### config.mk
export PLATFORM = sky130hd
export DESIGN_NAME = pipelined_adder
export DESIGN_NICKNAME = d
export VERILOG_FILES = /design/src/rtl/pipelined_adder_pkg.sv /design/src/rtl/pipelined_adder_stage.sv /design/src/rtl/pipelined_adder.sv
export SDC_FILE = /design/constraint.sdc
export NUM_CORES = 1
export LEC_CHECK = 0
export BUFFER_PORTS_ARGS = -buffer_cell sky130_fd_sc_hd__buf_4
export CORE_ASPECT_RATIO = 1.25
export CORE_MARGIN = 2
export CORE_UTILIZATION = 36
export DETAILED_ROUTE_END_ITERATION = 6
export GPL_TIMING_DRIVEN = 1
export PLACE_DENSITY_LB_ADDON = 0.15
export SLEW_MARGIN = 0
export SYNTH_ARGS = -nofsm -noshare
export SYNTH_HDL_FRONTEND = slang
export SYNTH_SLANG_ARGS = --single-unit
### constraint.sdc
create_clock -name clk -period 5.3 [get_ports clk]
set_input_delay 0 -clock clk [delete_from_list [all_inputs] [get_ports clk]]
set_output_delay 0 -clock clk [all_outputs]
set_load 0.03 [all_outputs]
### src/rtl/pipelined_adder_pkg.sv
// Shared constants and helpers for the pipelined adder.
package pipelined_adder_pkg;

  localparam int DEFAULT_WIDTH  = 16;
  localparam int DEFAULT_STAGES = 4;

  function automatic int chunk_width(input int width, input int stages);
    return (stages > 0) ? width / stages : width;
  endfunction

endpackage

### src/rtl/pipelined_adder_stage.sv
// One pipeline slice: adds chunk INDEX of the operands and registers carry, valid and data.
// Optional signed-overflow output when PIPELINED_ADDER_OVF_EN is defined.
module adder_stage #(
  parameter int WIDTH = 16,
  parameter int CHUNK = 4,
  parameter int INDEX = 0
) (
  input  logic             clk,
  input  logic             rst_n,
  input  logic             en,
  input  logic             valid_in,
  input  logic             carry_in,
  input  logic [WIDTH-1:0] a_in,
  input  logic [WIDTH-1:0] b_in,
  input  logic [WIDTH-1:0] sum_in,
  output logic             valid_out,
  output logic             carry_out,
  output logic [WIDTH-1:0] a_out,
  output logic [WIDTH-1:0] b_out,
  output logic [WIDTH-1:0] sum_out
`ifdef PIPELINED_ADDER_OVF_EN
  ,
  output logic             ovf_out
`endif
);

  localparam int LO = INDEX * CHUNK;

  logic [CHUNK:0]   chunk_sum;
  logic [WIDTH-1:0] sum_next;

  always_comb begin
    chunk_sum = {1'b0, a_in[LO +: CHUNK]} + {1'b0, b_in[LO +: CHUNK]}
              + {{CHUNK{1'b0}}, carry_in};
    sum_next  = sum_in;
    sum_next[LO +: CHUNK] = chunk_sum[CHUNK-1:0];
  end

  // Full-width operand/sum registers keep every slice identical; bits that are
  // never read downstream are trimmed by synthesis.
  always_ff @(posedge clk or negedge rst_n) begin
    if (!rst_n) begin
      valid_out <= 1'b0;
      carry_out <= 1'b0;
      a_out     <= '0;
      b_out     <= '0;
      sum_out   <= '0;
    end else if (en) begin
      valid_out <= valid_in;
      carry_out <= chunk_sum[CHUNK];
      a_out     <= a_in;
      b_out     <= b_in;
      sum_out   <= sum_next;
    end
  end

`ifdef PIPELINED_ADDER_OVF_EN
  logic msb_carry_in;

  assign msb_carry_in = chunk_sum[CHUNK-1] ^ a_in[LO+CHUNK-1] ^ b_in[LO+CHUNK-1];

  always_ff @(posedge clk or negedge rst_n) begin
    if (!rst_n)  ovf_out <= 1'b0;
    else if (en) ovf_out <= msb_carry_in ^ chunk_sum[CHUNK];
  end
`endif

endmodule

### src/rtl/pipelined_adder.sv
// STAGES-deep carry-pipelined adder with valid/ready handshake and global stall.
// Define PIPELINED_ADDER_OVF_EN to add the signed-overflow output ovf.
module pipelined_adder
  import pipelined_adder_pkg::*;
#(
  parameter int WIDTH  = DEFAULT_WIDTH,
  parameter int STAGES = DEFAULT_STAGES
) (
  input  logic             clk,
  input  logic             rst_n,
  input  logic             in_valid,
  output logic             in_ready,
  input  logic [WIDTH-1:0] a,
  input  logic [WIDTH-1:0] b,
  input  logic             cin,
  output logic             out_valid,
  input  logic             out_ready,
  output logic [WIDTH-1:0] sum,
`ifdef PIPELINED_ADDER_OVF_EN
  output logic             ovf,
`endif
  output logic             cout
);

  localparam int CHUNK = chunk_width(WIDTH, STAGES);

  if (STAGES < 1) begin : g_bad_stages
    $error("pipelined_adder: STAGES must be >= 1");
  end else if (WIDTH % STAGES != 0) begin : g_bad_width
    $error("pipelined_adder: WIDTH must be a multiple of STAGES");
  end

  logic                          advance;
  logic [STAGES:0]               v_p;
  logic [STAGES:0]               c_p;
  logic [STAGES:0][WIDTH-1:0]    a_p;
  logic [STAGES:0][WIDTH-1:0]    b_p;
  logic [STAGES:0][WIDTH-1:0]    s_p;
`ifdef PIPELINED_ADDER_OVF_EN
  logic [STAGES:1]               ovf_p;
`endif
  logic                          unused_tail;

  // Single stall signal: the whole pipe moves only when the output slot frees up.
  assign advance  = !out_valid || out_ready;
  assign in_ready = advance;

  assign v_p[0] = in_valid;
  assign c_p[0] = cin;
  assign a_p[0] = a;
  assign b_p[0] = b;
  assign s_p[0] = '0;

  for (genvar k = 0; k < STAGES; k++) begin : g_stage
    adder_stage #(
      .WIDTH (WIDTH),
      .CHUNK (CHUNK),
      .INDEX (k)
    ) u_stage (
      .clk       (clk),
      .rst_n     (rst_n),
      .en        (advance),
      .valid_in  (v_p[k]),
      .carry_in  (c_p[k]),
      .a_in      (a_p[k]),
      .b_in      (b_p[k]),
      .sum_in    (s_p[k]),
      .valid_out (v_p[k+1]),
      .carry_out (c_p[k+1]),
      .a_out     (a_p[k+1]),
      .b_out     (b_p[k+1]),
      .sum_out   (s_p[k+1])
`ifdef PIPELINED_ADDER_OVF_EN
      ,
      .ovf_out   (ovf_p[k+1])
`endif
    );
  end

  assign out_valid = v_p[STAGES];
  assign sum       = s_p[STAGES];
  assign cout      = c_p[STAGES];

`ifdef PIPELINED_ADDER_OVF_EN
  assign ovf         = ovf_p[STAGES];
  assign unused_tail = ^{a_p[STAGES], b_p[STAGES], ovf_p};
`else
  assign unused_tail = ^{a_p[STAGES], b_p[STAGES]};
`endif

endmodule

==> out/qor.csv <==
stage;metric;value;unit
clock_network;TritonCTS clock tree;done;
hold_path;Hold Crit Class;in2reg;
synthesis;post-synth top area cell;dfrtp_1;
critical_path;Worst R2R End;g_stage[1].u_stage.carry_out;
floorplanning;Die H;124;µm
sta;RSZ-0062 raised after global routing;no;
grt;number of global-route vias before repair;2847;
critical_path;crit path max fanout;92;
critical_path;Register-to-Register Path Depth;6;
critical_path;Setup CP Type;reg2out;
power_and_ir_drop;Pwr Density;572;mW/mm²
synthesis;Post-Syn Nets;501;
layout;Final #Nets;575;
clock_network;Bufs on Longest Clock Path;2;
job;max-cap viol count;0;
grt;Overflow after GRT;0;
clock_network;total CTS buffers;9;
critical_path;Worst EP arrival;2800;ps
critical_path;Crit. End Element;output port;
drt;Iter 0 DRT Violations;163;
synthesis;#FFs+latches synth;96;
drt;via count;2931;
critical_path;crit path max-delay cell type;buf_4;
drt;WL/cell;11.2;µm
grt;pin count of the biggest net entering global routing;93;
sta;sum of negative setup slack;0;ps
place;GP Congestion;0.713;
critical_path;cell repeated most along the worst path;buf_4;
floorplanning;die footprint;0.0123;mm²
layout;Final Core Density;46.4;%
critical_path;CP required;5300;ps
sta;Tightest Pin Transition;898;ps
outcome;status;completed;
drt;drt pass-1 iters;6;
synthesis;count leader, synth;nand2_1;
drt;final antenna-violating net count;0;
power_and_ir_drop;Leakage;2.73;nW
clock_network;cts hold-fix bufs;26;
critical_path;critical path startpoint;g_stage[3].u_stage.valid_out;
synthesis;top cells by count, synth;239 x nand2_1, 96 x dfrtp_1, 14 x buf_2;
clock_network;post-CTS resize count;0;
grt;first-pass GRT wire length;12.8;mm
sta;Final Hold Fails;0;
synthesis;Async SR Flop Fraction;100;%
drt;via density per instance;4.45;
synthesis;Cell Area, Synth;0.00412;mm²
sta;max_slew headroom;40.2;%
critical_path;crit path capture;in_ready;
sta;Pins Over Slew Limit;0;
layout;ratio of cells with drive above 1 in the final layout;15.1;%
drt;routed wire length;7.37;mm
synthesis;syn avg cell area;9.28;µm²
clock_network;setup repair bufs after CTS;0;
synthesis;top post-synthesis cells by area;dfrtp_1 58%, nand2_1 22%, fa_1 3.9%;
clock_network;Root Buffer;clkbuf_16;
layout;Diodes inserted;0;
sta;minimum clock period;2800;ps
critical_path;Max stage delay on crit path;700;ps
place;DP Wirelength;4.61;mm
critical_path;RR Startpoint;g_stage[3].u_stage.valid_out;
synthesis;register area share after synthesis;58.3;%
floorplanning;starting density of the core;37.0;%
clock_network;clock-pin slew on the worst setup and hold paths;60;ps
grt;initial antenna violation count;0;
critical_path;crit-path cells;nor2b_4 > buf_4 > clkinv_2 > buf_4 > buf_4;
drt;# DRC;0;
clock_network;worst skew pair latency;330;ps
power_and_ir_drop;VDD IR-drop max;0.000186;V
synthesis;Synth top area share;58.3;%
sta;final clock skew;4.35;ps
layout;Syn-to-layout area delta;25.4;%
synthesis;Syn Inst Count;444;
grt;GRT Total Usage;13.0;%
sta;setup violators final;0;
clock_network;CTS H-tree lvls;3;
sta;final worst-path cycle share;52.9;%
sta;fmax;357;MHz
place;IO buf count;55;
critical_path;Critical Path Start Type;flip-flop;
floorplanning;die width;99.7;µm
synthesis;Post-synth EDFFs;0;
synthesis;Primary FF master, synth;dfrtp_1;
critical_path;flop2flop setup slack;2680;ps
floorplanning;core area;0.0111;mm²
clock_network;clock sinks;96;
floorplanning;std cell rows;43;
synthesis;synth warn;0;
synthesis;Netlist cell types;20;
floorplanning;Boundary Pins;56;
-- where the power goes --
group          switching [mW]  internal (mW)
Clock                   0.266          0.404
Combinational           0.629          0.426
Sequential              0.175           1.05
Total                    1.07           1.88
-- layout make-up --
cell class	count	area [µm²]
Clock buffer	12	267
Clock inverter	4	51.3
Fill cell	1077	5970
Inverter	12	46.3
Multi-Input combinational cell	315	1530
Sequential cell	96	2400
Tap cell	135	169
Timing Repair Buffer	84	696
-- placed cells by master (no fill, tap or decap), types with 2 or more instances in the layout --
master | netlist | routed
a21o_1 | 5 | 5
a21oi_1 | 10 | 10
a21oi_2 | 3 | 3
buf_4 | 3 | 58
clkbuf_16 | 0 | 9
clkbuf_8 | 0 | 3
clkinv_2 | 0 | 2
dfrtp_1 | 96 | 96
dlygate4sd3_1 | 0 | 26
fa_1 | 8 | 8
ha_1 | 12 | 12
inv_1 | 11 | 11
nand2_1 | 239 | 239
nor2_1 | 11 | 11
nor2b_1 | 3 | 3
o21ai_0 | 12 | 12
o21ai_1 | 4 | 4
xor2_1 | 5 | 5
-- registers in the layout, summed over array words and instances (netlist names) --
signal	flops
g_stage.u_stage.valid_out	4
g_stage.u_stage.sum_out	40
g_stage.u_stage.b_out	24
g_stage.u_stage.a_out	24
g_stage.u_stage.carry_out	4
-- worst min path at each step --
stage          start                            end  slack, ps  cells after the start
2_1_floorplan  rst_n   g_stage[0].u_stage.a_out[10]       -300                      0
3_3_place_gp   rst_n  g_stage[3].u_stage.sum_out[3]         50                      1
3_5_place_dp   rst_n  g_stage[3].u_stage.sum_out[3]         60                      1
4_1_cts          cin  g_stage[0].u_stage.sum_out[0]         60                      4
5_1_grt          cin  g_stage[0].u_stage.sum_out[0]         80                      4
6_report         cin  g_stage[0].u_stage.sum_out[0]         60                      4
-- worst max-delay path: cells and delay by family, from the launching register on --
kind	cells	cell delay, ps
buffers and inverters	4	1960
DFF	1	350
and+or+nand+nor	1	130
-- through the flow --
stage | cell area, µm² | setup WS, ps | cells | power, mW | hold WS (ps)
after global routing | 5160 | 2210 | 658 | 3.21 | 81.8
final | 5160 | 2500 | 658 | 2.95 | 56.6
after detailed placement | 4590 | 2680 | 616 | 2.30 | 63.1
after floorplan | 4120 | 3580 | 444 | 2.00 | -296
after global placement | 4590 | 2730 | 616 | 2.27 | 50.0
after CTS | 5160 | 2430 | 658 | 3.00 | 55.1
-- per-layer routing --
metal / track usage, % / part of all wire, % / up-vias
li1: - / - / 1516
met1: 16.1 / 48 / 1362
met2: 22.3 / 47 / 43
met4: 5.14 / 1.7 / 0
met5: 0 / 0 / -
met3: 2.81 / 2.9 / 10
-- logic make-up (layout without fill, tap and decap cells) --
logic type               after synthesis  after routing  share of synthesized area, %
buffers and inverters                 33            112                          4.43
AND/OR/NAND/NOR                      255            255                          23.7
XOR/XNOR                               6              6                          1.28
flip-flops                            96             96                          58.3
adder cells (fa/ha/maj)               20             20                          7.53
AO/OA/AOI/OAI                         34             34                          4.71
No activity file was read; power rests on OpenSTA's default activity.
